<file path="config.mk">
export PLATFORM = sky130hd
export DESIGN_NAME = ex_core_sum_acc
export DESIGN_NICKNAME = d
export VERILOG_FILES = /design/src/rtl/ex_core_pkg.sv /design/src/rtl/ex_core_sum_acc.sv
export SDC_FILE = /design/constraint.sdc
export NUM_CORES = 1
export LEC_CHECK = 0
export BUFFER_PORTS_ARGS = -buffer_cell sky130_fd_sc_hd__buf_2
export CAP_MARGIN = 20
export CORE_MARGIN = 3
export CORE_UTILIZATION = 55
export CTS_CLUSTER_SIZE = 16
export DETAILED_ROUTE_END_ITERATION = 10
export PLACE_DENSITY = 0.83
export SETUP_SLACK_MARGIN = 0.02
export SYNTH_ARGS = -nofsm -noshare
export SYNTH_HDL_FRONTEND = slang
export SYNTH_SLANG_ARGS = --single-unit
export TNS_END_PERCENT = 1
</file>
<file path="constraint.sdc">
create_clock -name Clk -period 3 [get_ports Clk]
set_input_delay 0.15 -clock Clk [delete_from_list [all_inputs] [get_ports Clk]]
set_output_delay 0.15 -clock Clk [all_outputs]
set_load 0.005 [all_outputs]
</file>
<file path="src/rtl/ex_core_pkg.sv">
// ex_core_pkg: shared types and constants for the ex_core datapath
package ex_core_pkg;
  localparam int SUM_W = 4;
  typedef enum logic [1:0] {S_IDLE, S_ACC, S_DONE} t_sum_acc_state;
endpackage

</file>
<file path="src/rtl/ex_core_sum_acc.sv">
// ex_core_sum_acc: reduces a programmed number of 4-bit adder sums into one wide total
module ex_core_sum_acc
  import ex_core_pkg::*;
#(
  parameter int ACC_W = 8,
  parameter int CNT_W = 4
) (
  input  logic             Clk,
  input  logic             RstN,
  input  logic             Start,
  input  logic [CNT_W-1:0] NumSamples,
  input  logic             SumValid,
  input  logic [SUM_W-1:0] SumData,
  output logic             SumReady,
  output logic             AccValid,
  output logic [ACC_W-1:0] AccData,
  output logic             AccOvf,
  input  logic             AccReady,
  output logic             Busy
);
  t_sum_acc_state   state;
  logic [CNT_W-1:0] remaining;
  logic [ACC_W:0]   sum_ext;
  // the extra top bit is the carry out of the accumulator
  assign sum_ext  = {1'b0, AccData} + {{(ACC_W+1-SUM_W){1'b0}}, SumData};
  assign SumReady = state == S_ACC;
  assign AccValid = state == S_DONE;
  assign Busy     = state != S_IDLE;
  always_ff @(posedge Clk or negedge RstN) begin
    if (!RstN) begin
      state     <= S_IDLE;
      AccData   <= '0;
      AccOvf    <= 1'b0;
      remaining <= '0;
    end else begin
      case (state)
        S_IDLE: if (Start) begin
          AccData   <= '0;
          AccOvf    <= 1'b0;
          remaining <= NumSamples;
          state     <= NumSamples == '0 ? S_DONE : S_ACC;
        end
        S_ACC: if (SumValid) begin
          AccData   <= sum_ext[ACC_W-1:0];
          AccOvf    <= AccOvf | sum_ext[ACC_W];
          remaining <= remaining - 1'b1;
          if (remaining == CNT_W'(1)) state <= S_DONE;
        end
        S_DONE: if (AccReady) state <= S_IDLE;
        default: state <= S_IDLE;
      endcase
    end
  end
endmodule
</file>
==> metrics.md, run 1 <==
| Metric | Value |
|---|---|
| Status | `finished clean` |
| First DRT Iteration DRCs | `22` |
| Starting density of the core | `between 60 and 70%` |
| Crit path launch type | `register` |
| Die extent in x | `between 40 and 50 um` |
| Setup_tns | `0 ns` |
| Hold_ws | `0.0578 ns` |
| Grt total ovfl | `0` |
| Mapped Nets | `about 110` |
| Final setup violation count | `0` |
| Drc violations | `0` |
| Slowest CP cell | `dfrtp_1` |
| Critical path fanouts, max | `4` |
| Post-synth EDFFs | `0` |
| Row Count | `14` |
| First-pass GRT wire length | `roughly 3.2 mm` |
| Area share of the largest cell type after synthesis | `38.9%` |
| Cell Area, Placed | `between 1000 and 1500 um2` |
| Hold Violations, Final | `0` |
| Hpwl dp | `~1.4 mm` |
| Most frequent cells in the layout | `24 x buf_2, 15 x dfrtp_1, 10 x nand2_1` |
| Dominant cells by area after synthesis | `dfrtp_1 39%, ha_1 7.8%, nand2_1 3.9%` |
| Async SR Flop Fraction | `100%` |
| Worst path bufs/invs | `0` |
| Routed wire per std cell | `roughly 14 um` |
| Clk pwr share | `a little over an eighth` |
| F_max | `between 0.5 and 0.6 GHz` |
| Fin crit period | `about 1.8 ns` |
| CTS Buf Count | `3` |
| Maximum VDD drop | `0.000506 V` |
| Most common cell after layout, fill and taps aside | `buf_2` |
| Max-cap violations | `0` |
| Post-synthesis register bit count | `15` |
| Die area | `2290 um2` |
| Final Core Density | `between 70% and 80%` |
| Cell Pwr Density | `around 800 nW/um2` |
| Fin nets | `141` |
| Core Area | `between 1500 and 2000 um2` |
| Yosys cell types | `40` |
| Drt total wl | `1.90 mm` |
| Sink Count | `15` |
| Reg power frac | `around two fifths` |
| DRT Pass-1 Iters | `4` |
| Hold Path Class | `primary input to register` |
| Pint | `between 500 and 600 uW` |
| Vias in the first global route | `between 700 and 800` |
| Share of layout cells above drive strength 1 | `about 30%` |
| CP most frequent cell | `a21oi_1` |
| Clk_lat worst skew | `~0.29 ns` |
| DR vias/cell | `~6` |
| N_diodes | `0` |
| Io pins | `25` |
| Unrepaired setup endpoints after global routing | `no` |
| Switching Power | `about 380 uW` |
| Critical path class | `register to register` |
| Synth Cell Area | `965 um2` |
| Ys Warns | `0` |
| Main synth FF type | `dfrtp_1` |
| Slew margin rel. | `72.4%` |
| Via count of the routed design | `roughly 800` |
| Avg Cell Area, Syn | `just over 10 um2` |
| H-Tree Depth | `1` |
| Post-CTS Setup Inserts | `0` |
| Net Sw Frac | `between 40% and 50%` |
| Slew Limit Fails | `0` |
| Area grow syn2layout | `15.7%` |
| Port bufs | `24` |
| Worst-path clk slew | `about 0.1 ns` |
| Delay-heaviest family, CP | `adder cells` |
| Flop2flop setup slack | `roughly 1.2 ns` |
| Hold buffers post-CTS | `1` |
| GRT Resource Usage Total | `a little over 20%` |
| Static leakage | `around 0.57 nW` |
| Initial antenna violation count | `0` |
| Mapped Cells | `94` |
| Largest net degree at the start of global routing | `16` |
| Slowest cell delay on critical path | `~0.41 ns` |
| Worst Tran Pin Value | `slightly above 0.4 ns` |
| Clock buffer depth | `2` |
| Fin area | `roughly 1100 um2` |
| Gp weighted congestion | `between 0.8 and 0.9` |
| Final Cycle Share | `between 60% and 70%` |
| CTS resizes | `0` |
| Antenna Nets Post-Route | `0` |
| Crit end category | `register` |
| Worst path required time | `~3.2 ns` |
| Seq/Total Area, Yosys | `38.9%` |
| WP data arrival | `2.00 ns` |
| Die height | `47.9 um` |
| Clk_skew | `~0.0027 ns` |
| CP Cell Sequence | `ha_1 > fa_1 > a21o_1 > a21oi_1 > nand3b_1 > a21oi_1` |
| Logic gate share of total power | `a little under half` |
| Root Buffer | `clkbuf_4` |
| Leading area contributor after synthesis | `dfrtp_1` |
| CTS tree | `yes` |
## cell type report
cell class              instances  area, um2
flip-flops and latches         15        375
multi-input cells              70        541
well taps                      16       20.0
clock inverters                 1       5.00
clock buffers                   3       22.5
fillers                       121        460
inverters                       6       22.5
repair buffers                 25        130
## cell usage after synthesis, drive strengths merged, types with 2 or more instances
master / instances
dfrtp: 15
ha: 6
o211ai: 2
nand3b: 2
buf: 3
mux2i: 3
nand2: 10
a211oi: 3
nand3: 2
a22o: 2
inv: 6
nor2: 6
a21o: 2
o21ai: 6
a21oi: 4
nor3: 2
## routing by layer
metal,wire length [um],up-vias,track usage [%]
met5,0,-,0
li1,-,398,-
met4,38,0,12.4
met1,858,387,25.4
met2,901,28,31.9
met3,106,4,3.76
## worst register-to-register path, delay by kind of cell, from the launching register on
family / cells / cell delay [ns]
and+or+nand+nor: 1 / 0.15
adders and majority gates: 2 / 0.64
DFF: 1 / 0.41
AOI/OAI and AO/OA: 3 / 0.51
## through the flow
stage               instances  power [mW]  setup WS [ns]
floorplan                  94       0.685           1.27
global placement          131       0.771           1.22
detailed placement        131       0.789           1.20
CTS                       136       0.911           1.18
global route              136        1.00           1.05
finish                    136       0.908           1.17
## path summary, 6_finish.rpt
path,to,cells after the start,start
setup reg to reg,AccOvf,6,AccData[0]
hold reg to reg,AccData[5],1,AccData[5]
hold / removal,state[1],2,AccReady
min in group asynchronous,AccData[2],2,RstN
max in group asynchronous,AccData[5],2,RstN
setup / recovery,AccOvf,6,AccData[0]
## logic make-up after synthesis
| logic type | count (synthesis) | synth area share, % |
|---|---|---|
| AND/OR/NAND/NOR | 31 | 21.3 |
| AO/OA/AOI/OAI | 27 | 19.7 |
| flip-flops | 15 | 38.9 |
| buffers and inverters | 9 | 5.06 |
| adder cells (fa/ha/maj) | 7 | 9.86 |
| multiplexers | 4 | 4.28 |
| XOR/XNOR | 1 | 0.908 |
## registers in the layout (all words and copies together), names as in the netlist
name and cells:
AccData 8, AccOvf 1, remaining 4, state 2
## power groups by stage
stage | registers (mW) | clock network (mW) | logic, mW
after global placement | 0.358 | 0 | 0.413
after detailed placement | 0.362 | 0 | 0.426
final | 0.361 | 0.121 | 0.426
after CTS | 0.359 | 0.124 | 0.428
after floorplan | 0.323 | 0 | 0.363
after global routing | 0.377 | 0.136 | 0.488
No activity file was read; power rests on OpenSTA's default activity.
==> run 2, diff against run 1 <==
Settings changed: CORE_UTILIZATION 55 to 46, PLACE_DENSITY 0.83 to 0.74.
Clock period 3 ns to 1.5 ns, I/O delays scaled along.
==> run 2 against run 1 <==
Net effect:
- count of clock-buffer cells in the layout increased by 1
- largest power group unchanged
- clock power grew 92%
- highest routed layer unchanged
- sequential share of layout area down 3.4 points
- the run now ends with setup timing left
==> metrics.md, run 2 (synthesized netlist as in run 1, its figures left out) <==
| Metric | Value |
|---|---|
| Clock buffer depth | `2 (unchanged)` |
| Die extent in x | `51.8 um (+8.2%)` |
| Worst Tran Pin Value | `0.354 ns (-0.0597 ns)` |
| Max-cap violations | `0 (unchanged)` |
| GRT Resource Usage Total | `17.9% (-2.3 points)` |
| Cell Pwr Density | `1640 nW/um2 (+100%)` |
| Drt total wl | `2.14 mm (+13%)` |
| Sink Count | `15 (unchanged)` |
| Via count of the routed design | `867 (+6.1%)` |
| Largest reg by FF count | `AccData` |
| Setup_tns | `-0.364 ns (-0.364 ns)` |
| Most common cell after layout, fill and taps aside | `buf_2` |
| FILL cells | `164 (+36%)` |
| Slowest cell delay on critical path | `0.39 ns (-0.02 ns)` |
| Met2 usage | `33.5% (+1.5 points)` |
| Largest net degree at the start of global routing | `16 (unchanged)` |
| Critical path fanouts, max | `4 (unchanged)` |
| Share of layout cells above drive strength 1 | `40.5% (+10 points)` |
| Dpl ws | `-0.105 ns (-1.30 ns)` |
| Hold Violations, Final | `0 (unchanged)` |
| First DRT Iteration DRCs | `14 (-36%)` |
| Fin crit period | `1.62 ns (-0.216 ns)` |
| Area occupied by multi-input gates | `573 um2 (+6.0%)` |
| Gp weighted congestion | `0.784 (-9.2%)` |
| Port bufs | `24 (unchanged)` |
| N_diodes | `0 (unchanged)` |
| Hold Path Stages | `3 (+1)` |
| Die area | `2680 um2 (+17%)` |
| Final Core Density | `67.3% (-3.5 points)` |
| Area grow syn2layout | `29.6%` |
| Drc violations | `0 (unchanged)` |
| HP Start | `NumSamples[0]` |
| Root Buffer | `clkbuf_4` |
| H-Tree Depth | `1 (unchanged)` |
| CTS Buf Count | `3 (unchanged)` |
| Hold Path Class | `primary input to register` |
| Worst path required time | `1.66 ns (-1.50 ns)` |
| Worst r2r src | `AccData[0]` |
| Clk_skew | `0.00492 ns (+0.00222 ns)` |
| GR Util met3 | `5.16% (+1.4 points)` |
| CP Cell Sequence | `ha_2 > fa_2 > a21o_1 > a21oi_4 > nor3_1 > mux2i_1` |
| WP data arrival | `1.78 ns (-0.22 ns)` |
| Met1 Track Usage GR | `20.4% (-5.0 points)` |
| Final setup margin | `-0.118 ns (-1.28 ns)` |
| Starting density of the core | `51.9% (-9.3 points)` |
| Row Count | `15 (+1)` |
| Storage cell area | `378 um2 (+0.67%)` |
| Violated checks | `setup timing` |
| Worst R2R End | `AccData[6]` |
| Fin nets | `152 (+7.8%)` |
| Final Cycle Share | `108% (+47 points)` |
| Antenna Nets Post-Route | `0 (unchanged)` |
| Crit path launch type | `register` |
| Slew Limit Fails | `0 (unchanged)` |
| Die height | `51.8 um (+8.2%)` |
| Delay-heaviest family, CP | `adder cells` |
| Worst path bufs/invs | `0 (unchanged)` |
| R2R depth | `6 (unchanged)` |
| DR vias/cell | `5.56 (-7.5%)` |
| Instance count on the critical path | `6 (unchanged)` |
| Hold_ws | `0.0202 ns (-0.0376 ns)` |
| Static leakage | `0.622 nW (+9.4%)` |
| Final setup violation count | `4 (+4)` |
| Hold endpoint | `remaining[0]` |
| Slew margin rel. | `76.4% (+4.0 points)` |
| Critical path class | `register to register` |
| CTS tree | `yes` |
| Status | `complete, but fails checks` |
| F_max | `0.618 GHz (+13%)` |
| Clk_lat worst skew | `0.28 ns (about the same)` |
| First-pass GRT wire length | `3.59 mm (+12%)` |
| Routed wire per std cell | `13.7 um (-1.8%)` |
| Max FFs per register | `8 (unchanged)` |
| Grt total ovfl | `0 (unchanged)` |
| Initial antenna violation count | `0 (unchanged)` |
| Io pins | `25 (unchanged)` |
| Unrepaired setup endpoints after global routing | `yes` |
| Flop2flop setup slack | `-0.12 ns (-1.28 ns)` |
| DRT Pass-1 Iters | `4 (unchanged)` |
| Slowest CP cell | `dfrtp_1` |
| Worst-path clk slew | `0.09 ns (about the same)` |
| Crit end category | `register` |
| Maximum VDD drop | `0.000935 V (+85%)` |
| Hpwl dp | `1.59 mm (+13%)` |
| Vias in the first global route | `843 (+8.1%)` |
| Top Registers | `AccData (8), remaining (4), state (2)` |
| GR peak layer | `met2` |
| Most frequent cells in the layout | `24 x buf_2, 13 x dfrtp_1, 10 x nand2_1` |
| Core Area | `1860 um2 (+18%)` |
run 2: final cells by class:
type / count / area share (%)
inverters: 6 / 1.80
flip-flops and latches: 15 / 30.2
multi-input cells: 70 / 45.8
well taps: 25 / 2.50
clock buffers: 4 / 2.10
repair buffers: 36 / 17.5
run 2: worst reg2reg max path, delay by kind of cell (launching register included):
family / cells / cell delay (ns)
AO/OA/AOI/OAI: 2 / 0.37
adder cells (fa/ha/maj): 2 / 0.53
flip-flops: 1 / 0.39
multiplexers: 1 / 0.13
AND/OR/NAND/NOR: 1 / 0.08
run 2: through the flow:
step                total power, mW  instances  cell area [um2]
detailed placement             1.72        149             1170
finish                         2.04        156             1250
global route                   2.22        156             1250
global placement               1.68        149             1170
floorplan                      1.38         94              973
CTS                            1.99        155             1220
run 2: metal layers:
layer / vias up / part of all wire [%]
met5: - / 0
met1: 422 / 43
li1: 423 / -
met2: 20 / 51
met3: 2 / 4.9
met4: 0 / 0.42
run 2: power breakdown:
part	internal (mW)	switching (mW)
Clock	0.103	0.129
Sequential	0.544	0.174
Combinational	0.563	0.532
Total	1.21	0.834
run 2: how the worst max path moves through the flow:
| stage | from | endpoint |
|---|---|---|
| 5_1_grt | AccData[0] | AccData[4] |
| 4_1_cts | AccData[0] | AccData[6] |
| 6_report | AccData[0] | AccData[6] |
| 3_5_place_dp | AccData[0] | AccData[6] |
| 3_3_place_gp | AccData[0] | AccData[6] |
| 2_1_floorplan | AccData[0] | AccData[6] |
run 2: timing repair:
item	CTS	global route
endpoints found under the hold margin	16	0
setup endpoints to repair	5	10
resized for setup	1	6
pin swaps	1	5
setup buffers	0	1
hold buffers	2	0
